## src/rtl/flitzip_pkg.sv

```systemverilog
// flitzip_pkg: constants and types shared by the flit compressor and decompressor.
//   CHUNK_SIZE / NCHUNK : chunk width and chunks per flit
//   DWC_W / HDR         : delta-width code width and compressed header width
//   MAX_LEGAL_CODE      : largest dw_code whose deltas still fit the link word
package flitzip_pkg;

  localparam int INPUT_WIDTH      = 128;
  localparam int OUTPUT_WIDTH     = 128;
  localparam int CHUNK_SIZE       = 8;
  localparam int CHUNKS_PER_CYCLE = 4;
  localparam int NCHUNK           = OUTPUT_WIDTH / CHUNK_SIZE;
  localparam int DWC_W            = $clog2(CHUNK_SIZE);
  localparam int HDR              = CHUNK_SIZE + DWC_W;
  // Widest delta for which HDR + NCHUNK*DW still fits, capped at the chunk width.
  localparam int MAX_DW           = ((INPUT_WIDTH - HDR) / NCHUNK > CHUNK_SIZE) ?
                                    CHUNK_SIZE : (INPUT_WIDTH - HDR) / NCHUNK;
  localparam int MAX_LEGAL_CODE   = MAX_DW - 1;

  typedef enum logic [1:0] {
    IDLE   = 2'd0,
    DECODE = 2'd1,
    DONE   = 2'd2
  } state_e;

endpackage

```

## src/rtl/decompressor_delta_unpack.sv

```systemverilog
// delta_unpack: combinational reconstruction of CPC chunks from the low end of
// the (already shifted) delta payload.
//   payload : remaining deltas, next delta at bit 0
//   dw      : delta width in bits (1..CHUNK_SIZE)
//   base    : base value added to every sign-extended delta
//   chunks  : CPC reconstructed chunks, chunk 0 at the LSBs
module delta_unpack
  import flitzip_pkg::*;
#(
  parameter int PAYLOAD_W = flitzip_pkg::INPUT_WIDTH - flitzip_pkg::HDR,
  parameter int CS        = flitzip_pkg::CHUNK_SIZE,
  parameter int CPC       = flitzip_pkg::CHUNKS_PER_CYCLE,
  parameter int DW_W      = flitzip_pkg::DWC_W + 1
) (
  input  logic [PAYLOAD_W-1:0] payload,
  input  logic [DW_W-1:0]      dw,
  input  logic [CS-1:0]        base,
  output logic [CPC*CS-1:0]    chunks
);

  logic [PAYLOAD_W-1:0] field_s;
  logic [CS-1:0]        raw_s;
  logic [CS-1:0]        mask_s;
  logic                 sign_s;
  logic [CS-1:0]        sext_s;

  // Extract each delta, sign-extend it to the chunk width and add the base (wrapping).
  always_comb begin
    chunks  = '0;
    field_s = '0;
    raw_s   = '0;
    mask_s  = '0;
    sign_s  = 1'b0;
    sext_s  = '0;
    for (int i = 0; i < CPC; i++) begin
      field_s = payload >> (i * int'(dw));
      raw_s   = field_s[CS-1:0];
      // Ones in the low dw bits; dw == CS shifts everything out and gives all ones.
      mask_s  = ~({CS{1'b1}} << dw);
      // Sign bit sits at the top of the mask.
      sign_s  = |(raw_s & (mask_s ^ (mask_s >> 1)));
      if (sign_s) begin
        sext_s = raw_s | ~mask_s;
      end else begin
        sext_s = raw_s & mask_s;
      end
      chunks[i*CS +: CS] = base + sext_s;
    end
  end

endmodule

```

## src/rtl/decompressor.sv

```systemverilog
// decompressor: rebuilds a flit from a base-delta compressed word at the NoC
// ejection port. Raw flits bypass the decode loop; illegal delta-width codes
// produce a zero flit flagged with out_err.
//   in_valid/in_ready/in_is_comp/in_data : compressed word or raw flit input
//   out_valid/out_ready/out_data/out_err : reconstructed flit output
//   busy                                 : high whenever the FSM is not IDLE
module decompressor
  import flitzip_pkg::*;
#(
  parameter int INPUT_WIDTH      = flitzip_pkg::INPUT_WIDTH,
  parameter int OUTPUT_WIDTH     = flitzip_pkg::OUTPUT_WIDTH,
  parameter int CHUNK_SIZE       = flitzip_pkg::CHUNK_SIZE,
  parameter int CHUNKS_PER_CYCLE = flitzip_pkg::CHUNKS_PER_CYCLE
) (
  input  logic                    clk,
  input  logic                    rst_n,
  input  logic                    in_valid,
  output logic                    in_ready,
  input  logic                    in_is_comp,
  input  logic [INPUT_WIDTH-1:0]  in_data,
  output logic                    out_valid,
  input  logic                    out_ready,
  output logic [OUTPUT_WIDTH-1:0] out_data,
  output logic                    out_err,
  output logic                    busy
);

  localparam int NCH       = OUTPUT_WIDTH / CHUNK_SIZE;
  localparam int CODE_W    = $clog2(CHUNK_SIZE);
  localparam int HDR_W     = CHUNK_SIZE + CODE_W;
  localparam int PAY_W     = INPUT_WIDTH - HDR_W;
  localparam int NSTEP     = NCH / CHUNKS_PER_CYCLE;
  localparam int CNT_W     = (NSTEP > 1) ? $clog2(NSTEP) : 1;
  localparam int FIT_DW    = (INPUT_WIDTH - HDR_W) / NCH;
  localparam int MAX_CODE  = ((FIT_DW > CHUNK_SIZE) ? CHUNK_SIZE : FIT_DW) - 1;

  state_e                  state_q,     state_d;
  logic [CNT_W-1:0]        cnt_q,       cnt_d;
  logic [CHUNK_SIZE-1:0]   base_q,      base_d;
  logic [CODE_W:0]         dw_q,        dw_d;
  logic [PAY_W-1:0]        payload_q,   payload_d;
  logic [OUTPUT_WIDTH-1:0] out_data_q,  out_data_d;
  logic                    out_valid_q, out_valid_d;
  logic                    out_err_q,   out_err_d;

  logic [CODE_W-1:0]                      code_s;
  logic                                   code_legal_s;
  logic [CHUNKS_PER_CYCLE*CHUNK_SIZE-1:0] chunks_s;

  assign code_s       = in_data[HDR_W-1:CHUNK_SIZE];
  assign code_legal_s = (int'(code_s) <= MAX_CODE);

  delta_unpack #(
    .PAYLOAD_W (PAY_W),
    .CS        (CHUNK_SIZE),
    .CPC       (CHUNKS_PER_CYCLE),
    .DW_W      (CODE_W + 1)
  ) u_unpack (
    .payload (payload_q),
    .dw      (dw_q),
    .base    (base_q),
    .chunks  (chunks_s)
  );

  // Next-state, datapath and output computation for the IDLE/DECODE/DONE FSM.
  always_comb begin
    state_d     = state_q;
    cnt_d       = cnt_q;
    base_d      = base_q;
    dw_d        = dw_q;
    payload_d   = payload_q;
    out_data_d  = out_data_q;
    out_valid_d = out_valid_q;
    out_err_d   = out_err_q;
    case (state_q)
      IDLE: begin
        if (in_valid) begin
          if (!in_is_comp) begin
            out_data_d  = in_data[OUTPUT_WIDTH-1:0];
            out_err_d   = 1'b0;
            out_valid_d = 1'b1;
            state_d     = DONE;
          end else if (code_legal_s) begin
            base_d     = in_data[CHUNK_SIZE-1:0];
            dw_d       = {1'b0, code_s} + {{CODE_W{1'b0}}, 1'b1};
            payload_d  = in_data[INPUT_WIDTH-1:HDR_W];
            cnt_d      = '0;
            out_data_d = '0;
            state_d    = DECODE;
          end else begin
            out_data_d  = '0;
            out_err_d   = 1'b1;
            out_valid_d = 1'b1;
            state_d     = DONE;
          end
        end else begin
          state_d = IDLE;
        end
      end
      DECODE: begin
        for (int j = 0; j < CHUNKS_PER_CYCLE; j++) begin
          out_data_d[(int'(cnt_q) * CHUNKS_PER_CYCLE + j) * CHUNK_SIZE +: CHUNK_SIZE] =
            chunks_s[j*CHUNK_SIZE +: CHUNK_SIZE];
        end
        // Drop the deltas just consumed so the next group starts at bit 0.
        payload_d = payload_q >> (int'(dw_q) * CHUNKS_PER_CYCLE);
        cnt_d     = cnt_q + {{(CNT_W-1){1'b0}}, 1'b1};
        if (cnt_q == CNT_W'(NSTEP - 1)) begin
          out_valid_d = 1'b1;
          state_d     = DONE;
        end else begin
          state_d = DECODE;
        end
      end
      DONE: begin
        if (out_ready) begin
          out_valid_d = 1'b0;
          out_err_d   = 1'b0;
          state_d     = IDLE;
        end else begin
          state_d = DONE;
        end
      end
      default: begin
        out_valid_d = 1'b0;
        out_err_d   = 1'b0;
        state_d     = IDLE;
      end
    endcase
  end

  // State, datapath and output registers; async reset discards any in-flight flit.
  always_ff @(posedge clk or negedge rst_n) begin
    if (!rst_n) begin
      state_q     <= IDLE;
      cnt_q       <= '0;
      base_q      <= '0;
      dw_q        <= '0;
      payload_q   <= '0;
      out_data_q  <= '0;
      out_valid_q <= 1'b0;
      out_err_q   <= 1'b0;
    end else begin
      state_q     <= state_d;
      cnt_q       <= cnt_d;
      base_q      <= base_d;
      dw_q        <= dw_d;
      payload_q   <= payload_d;
      out_data_q  <= out_data_d;
      out_valid_q <= out_valid_d;
      out_err_q   <= out_err_d;
    end
  end

  assign in_ready  = (state_q == IDLE);
  assign busy      = (state_q != IDLE);
  assign out_valid = out_valid_q;
  assign out_data  = out_data_q;
  assign out_err   = out_err_q;

endmodule

```

## config.mk

```make
export PLATFORM = sky130hd
export DESIGN_NAME = decompressor
export DESIGN_NICKNAME = d
export VERILOG_FILES = /design/src/rtl/flitzip_pkg.sv /design/src/rtl/decompressor_delta_unpack.sv /design/src/rtl/decompressor.sv
export SDC_FILE = /design/constraint.sdc
export NUM_CORES = 1
export LEC_CHECK = 0
export CAP_MARGIN = 20
export CORE_ASPECT_RATIO = 1.25
export CORE_UTILIZATION = 40
export CTS_BUF_LIST = sky130_fd_sc_hd__clkbuf_4 sky130_fd_sc_hd__clkbuf_8
export DETAILED_ROUTE_END_ITERATION = 12
export PLACE_DENSITY = 0.64
export SETUP_SLACK_MARGIN = 0.2
export SLEW_MARGIN = 5
export SYNTH_ARGS = -nofsm -noshare
export SYNTH_HDL_FRONTEND = slang
export SYNTH_SLANG_ARGS = --single-unit
```

## constraint.sdc

```tcl
create_clock -name clk -period 7.7 [get_ports clk]
set_input_delay 0.77 -clock clk [delete_from_list [all_inputs] [get_ports clk]]
set_output_delay 0.77 -clock clk [all_outputs]
set_load 0.005 [all_outputs]
```

==> results.py, run 1 <==
metrics = {
    "status": {
        "status": "complete, no violations",
    },
    "drt": {
        "drc": 0,
        "drt_iter0_markers": 2893,
        "routed_wl_mm": 109.1,
        "post_drt_wl_per_cell_um": 31.01,
        "vias": 23500,
        "ant_nets": 0,
        "via_per_inst": 6.678,
        "first_pass_iters": 6,
    },
    "floorplanning": {
        "ios": 265,
        "initial_core_util_pct": 40.76,
        "die_x_um": 218.5,
        "num_rows": 98,
        "die_y_um": 272.6,
        "coreArea_sq_um": 57510,
        "fp.dieArea_sq_um": 59570,
    },
    "sta": {
        "finalSetupViolations": 0,
        "slew_headroom_pct": 21.69,
        "min_period_ns": 7.138,
        "rsz0062_at_grt": "no",
        "worstMarginPinSlew_ns": 1.166,
        "fmax_mhz": 140.1,
        "setup-tns-final_ns": 0,
        "final-hold-violation-count": 0,
        "fin_crit_sh_pct": 92.71,
        "drv_slew": 0,
        "fin_skew_ns": 0.04298,
    },
    "synth": {
        "yosysTopAreaCell": "dfrtp_1",
        "ys_top_cells_by_area": "dfrtp_1, mux4_2, mux2i_1",
        "netlist-cell-type-count": 81,
        "syn_area_sq_um": 23440,
        "netlist.area_leader.share_pct": 28.08,
        "synth-seq-cells": 263,
        "yosys_warnings": 0,
        "post-synth-top-count-cell": "nor2_1",
        "syn-num-nets": 2814,
        "ys_seq_area_share_pct": 28.08,
        "synth_edf_count": 0,
        "synth_top_cells_by_count": "nor2_1, a21oi_1, nand2_1",
        "synthArstFlopShare_pct": 100.0,
        "postSynthCellCount": 2632,
        "synth_flop_cell": "dfrtp_1",
        "postSynthAreaPerCell_sq_um": 8.905,
    },
    "critical_path": {
        "start_kind": "register",
        "end_kind": "register",
        "critPathKind": "register to register",
        "arrival_ns": 7.59,
        "crit_required_ns": 8.15,
        "crit_fanout": 25,
    },
    "clock_network": {
        "cts.htree.levels": 2,
        "cts-buffers-inserted": 42,
        "cts_tree": "built",
        "clk_pin_slew_worst_paths_ns": 0.07,
        "cts_sinks": 263,
        "root_buffer": "clkbuf_8",
        "hold_buffers": 0,
        "clockBufferDepth": 3,
        "insertion_delay_ns": 0.62,
    },
    "global_route": {
        "grt_use_total_pct": 35.88,
        "antenna_found_initial": 8,
        "grt_pass1_vias": 22640,
        "grt_max_degree": 205,
        "overflow": 0,
        "grt_pass1_wl_mm": 156.9,
    },
    "finish": {
        "layout.nets": 2916,
        "drive_gt1_share_pct": 14.24,
        "area.growth.synth_to_final_pct": 17.21,
        "multi_input_area_sq_um": 15600,
        "fillers": 5499,
        "seq_area_sq_um": 6596,
    },
    "placement": {
        "gp_congestion": 0.9638,
        "dp_hpwl_mm": 79.27,
        "port_buffers": 264,
    },
    "job": {
        "drv_cap": 0,
    },
    "hold_path": {
        "hp-class": "input port to async pin",
    },
}
-- layer usage --
metal / part of all wire (%) / wire (um) / track usage, %
met4: 6.6 / 7167 / 20.02
met3: 11 / 11820 / 8.136
met1: 36 / 39780 / 44.74
met5: 0.033 / 36 / 0
met2: 46 / 50330 / 57.15
-- sequential cells by signal, summed over array words and instances (netlist names) --
signal / flops
out_err: 1
out_valid: 1
state_q: 2
out_data: 128
base_q: 8
payload_q: 117
cnt_q: 2
dw_q: 4
-- per-stage QoR --
| stage | utilization, % | area (sq um) | worst slack (ns) | instances | hold WS (ns) |
|---|---|---|---|---|---|
| 6_report | 47.77 | 27470 | 0.5616 | 3519 | 0.2058 |
| 5_1_grt | 47.77 | 27470 | 0.2072 | 3518 | 0.3015 |
| 4_1_cts | 47.62 | 27380 | 0.3310 | 3511 | 0.2777 |
| 3_5_place_dp | 45.93 | 26420 | 0.3618 | 3434 | 0.4848 |
| 3_3_place_gp | 45.93 | 26420 | 0.6036 | 3434 | 0.4775 |
| 2_1_floorplan | - | 23440 | 0.9716 | 2632 | 0.4652 |
-- cell families after synthesis --
logic type                 synth area share (%)
muxes                                     26.80
buffers and inverters                     5.877
adders and majority gates                 2.776
and+or+nand+nor                           13.00
DFF                                       28.08
AOI/OAI and AO/OA                         22.06
xor gates and xnor gates                  1.409
-- worst paths after layout --
kind	start	to	slack, ns	depth (start not counted)
max in group asynchronous	rst_n	dw_q[3]	5.96	2
setup reg to reg	dw_q[1]	out_data[127]	0.56	21
min in group clk	out_data[111]	out_data[111]	0.51	1
hold / removal	rst_n	out_data[80]	0.21	1
setup / recovery	dw_q[1]	out_data[127]	0.56	21
hold reg to reg	out_data[111]	out_data[111]	0.51	1
-- timing repair --
item / CTS / global route
endpoints found under the hold margin: 0 / 0
setup endpoints to repair: 0 / 4
buffers inserted: 0 / 2
gates resized for setup: 0 / 2
-- worst max-delay path, stage by stage, from the launching register on --
cell	delay (ns)
dfrtp_4	0.64
ha_2	0.38
inv_1	0.12
fa_4	1.08
buf_4	0.30
mux4_2	0.52
a22o_1	0.19
o41ai_1	0.37
a31oi_1	0.16
o31a_1	0.23
and4b_1	0.46
a21oi_1	0.17
ha_1	0.33
a21o_1	0.17
a21oi_1	0.22
o21bai_1	0.09
a21oi_1	0.24
o21ai_0	0.16
xor2_1	0.39
a311oi_1	0.13
a211oi_2	0.44
o21ai_0	0.18
-- cell type report --
| cell class | count | share of cell area [%] |
|---|---|---|
| flip-flops and latches | 263 | 24.01 |
| diodes | 2 | 0.01822 |
| multi-input cells | 2063 | 56.80 |
| inverters | 33 | 0.4645 |
| well taps | 750 | 3.416 |
| clock inverters | 13 | 0.6604 |
| clock buffers | 64 | 2.865 |
| repair buffers | 331 | 11.77 |
-- placed cells by master (no fill, tap or decap), types with 7 or more instances in the layout --
cell | synthesis | layout
xor2_1 | 11 | 11
nand2b_1 | 15 | 14
nor2b_1 | 19 | 18
a21boi_0 | 12 | 12
nand2_1 | 266 | 266
o211ai_1 | 38 | 38
a221oi_1 | 9 | 9
o21ai_0 | 200 | 200
mux2i_1 | 197 | 197
a22oi_1 | 110 | 110
inv_1 | 29 | 29
buf_12 | 3 | 7
dfrtp_1 | 263 | 259
clkinv_2 | 0 | 7
a22o_1 | 9 | 9
o21a_1 | 7 | 7
and2_1 | 10 | 10
mux4_1 | 15 | 15
nor2_1 | 302 | 301
nand4_1 | 8 | 8
a21oi_1 | 292 | 288
nor3_1 | 23 | 23
clkdlybuf4s50_1 | 0 | 263
a311oi_1 | 10 | 10
buf_4 | 19 | 58
mux2_2 | 75 | 75
xnor2_1 | 19 | 18
o22ai_1 | 7 | 7
clkbuf_8 | 0 | 49
ha_1 | 44 | 42
clkbuf_4 | 0 | 15
and3_1 | 8 | 8
a31oi_1 | 10 | 10
mux4_2 | 132 | 132
a211oi_1 | 65 | 65
o21bai_1 | 8 | 7
a21o_1 | 13 | 13
nand3_1 | 43 | 43
Power of run 1 is left out: the tool's default activity adds up to more than one toggle a clock period on the data nets, which glitch-free logic cannot reach.
==> inputs of run 2 (changes only) <==
Settings changed: GPL_TIMING_DRIVEN set to 1.
Clock period 7.7 ns to 8.5 ns, I/O delays scaled along.
==> results.py, run 2 (same netlist as run 1, synthesis figures left out) <==
metrics = {
    "clock_network": {
        "cts-resized-gates": 0,
        "cts.htree.levels": 2,
        "clockBufferDepth": 3,
        "cts_tree": "built",
        "root_buffer": "clkbuf_8",
        "cts_setup_buffers": 0,
        "cts_sinks": 263,
        "insertion_delay_ns": 0.61,
        "cts-buffers-inserted": 43,
        "clk_pin_slew_worst_paths_ns": 0.07,
        "hold_buffers": 0,
    },
    "floorplanning": {
        "coreArea_sq_um": 57510,
        "fp.dieArea_sq_um": 59570,
        "initial_core_util_pct": 40.76,
        "die_y_um": 272.6,
        "ios": 265,
        "num_rows": 98,
        "die_x_um": 218.5,
    },
    "global_route": {
        "grt_pass1_vias": 22940,
        "antenna_found_initial": 6,
        "overflow": 0,
        "grt_pass1_wl_mm": 158.9,
        "grt_use_total_pct": 36.38,
        "grt_max_degree": 162,
    },
    "sta": {
        "fmax_mhz": 134.8,
        "worstMarginPinSlew_ns": 1.210,
        "drv_slew": 0,
        "fin_skew_ns": 0.04790,
        "finalSetupViolations": 0,
        "fin_crit_sh_pct": 87.31,
        "setup-tns-final_ns": 0,
        "rsz0062_at_grt": "no",
        "slew_headroom_pct": 18.78,
        "min_period_ns": 7.421,
        "final-hold-violation-count": 0,
    },
    "placement": {
        "gp_congestion": 0.9652,
        "port_buffers": 264,
        "dp_hpwl_mm": 79.55,
    },
    "finish": {
        "final_core_util_pct": 47.62,
        "drive_gt1_share_pct": 13.99,
        "final_common_cell": "nor2_1",
        "area.growth.synth_to_final_pct": 16.83,
        "layout.nets": 2908,
        "layout_common_cells": "nor2_1, a21oi_1, nand2_1",
        "largest_reg_flops": 128,
    },
    "critical_path": {
        "crit_required_ns": 8.94,
        "crit_fanout": 31,
        "arrival_ns": 7.87,
        "end_kind": "register",
        "start_kind": "register",
        "critPathKind": "register to register",
    },
    "drt": {
        "drt_iter0_markers": 2876,
        "post_drt_wl_per_cell_um": 31.35,
        "drc": 0,
        "routed_wl_mm": 110.1,
        "ant_nets": 0,
        "first_pass_iters": 6,
        "via_per_inst": 6.712,
        "vias": 23580,
    },
    "hold_path": {
        "hp-class": "input port to async pin",
    },
    "job": {
        "drv_cap": 0,
    },
    "status": {
        "status": "complete, no violations",
    },
}
[run 2: cell types whose count changed in the layout (fill, tap and decap cells not counted), moves of 2 or more]
cell | before | now
buf_12 | 7 | 5
buf_4 | 58 | 50
bufinv_16 | 4 | 1
clkbuf_8 | 49 | 56
inv_8 | 2 | 0
[run 2: through the flow]
| stage | instances | worst slack [ns] | hold slack [ns] | cell area [sq um] |
|---|---|---|---|---|
| after global placement | 3428 | 1.386 | 0.4763 | 26390 |
| after global routing | 3511 | 0.7510 | 0.3562 | 27380 |
| after CTS | 3507 | 1.259 | 0.3439 | 27350 |
| after floorplan | 2632 | 1.772 | 0.4652 | 23440 |
| after detailed placement | 3428 | 1.233 | 0.4829 | 26390 |
| final | 3513 | 1.079 | 0.2563 | 27380 |
[run 2: path summary, 6_finish.rpt]
| kind | startpoint | endpoint | slack (ns) | cells after the start |
|---|---|---|---|---|
| min in group clk | out_data[121] | out_data[121] | 0.50 | 1 |
| worst max register to register | dw_q[1] | out_data[31] | 1.08 | 22 |
| worst max-delay path | dw_q[1] | out_data[31] | 1.08 | 22 |
| worst min-delay path | rst_n | out_data[88] | 0.26 | 1 |
| max in group asynchronous | rst_n | dw_q[1] | 6.52 | 2 |
| worst min register to register | out_data[121] | out_data[121] | 0.50 | 1 |
[run 2: critical path, cell delays in order, from the launching register on]
cell and delay, ns:
dfrtp_4 0.71, ha_1 0.49, inv_1 0.14, fa_4 0.52
xor2_4 0.73, buf_4 0.37, mux4_2 0.52, o211a_1 0.24
o221ai_1 0.32, o31ai_1 0.23, o221a_1 0.29, and4b_1 0.29
a21oi_1 0.24, ha_1 0.27, a21o_1 0.17, a21oi_1 0.23
o21bai_1 0.09, a21oi_1 0.22, o21ai_0 0.14, xor2_1 0.35
a311oi_1 0.12, a211oi_2 0.44, o21ai_0 0.16
[run 2: metal layers]
layer	share of wire [%]	wire, um	track usage (%)	vias to the layer above
li1	-	-	-	9996
met1	37	40810	45.50	11660
met2	46	50890	58.11	1578
met3	9.9	10890	7.234	342
met4	6.8	7510	21.27	4
met5	0.022	24	0	-
[run 2: area by class of cell]
class,instances,area (sq um)
clock inverter,8,80.08
antenna,3,7.507
sequential,263,6596
clock buffer,71,883.3
fill,5441,30120
multi-input combinational,2063,15600
tap,750,938.4
timing repair buffer,322,3151
inverter,33,127.6
Power of run 2 is left out for the same reason.
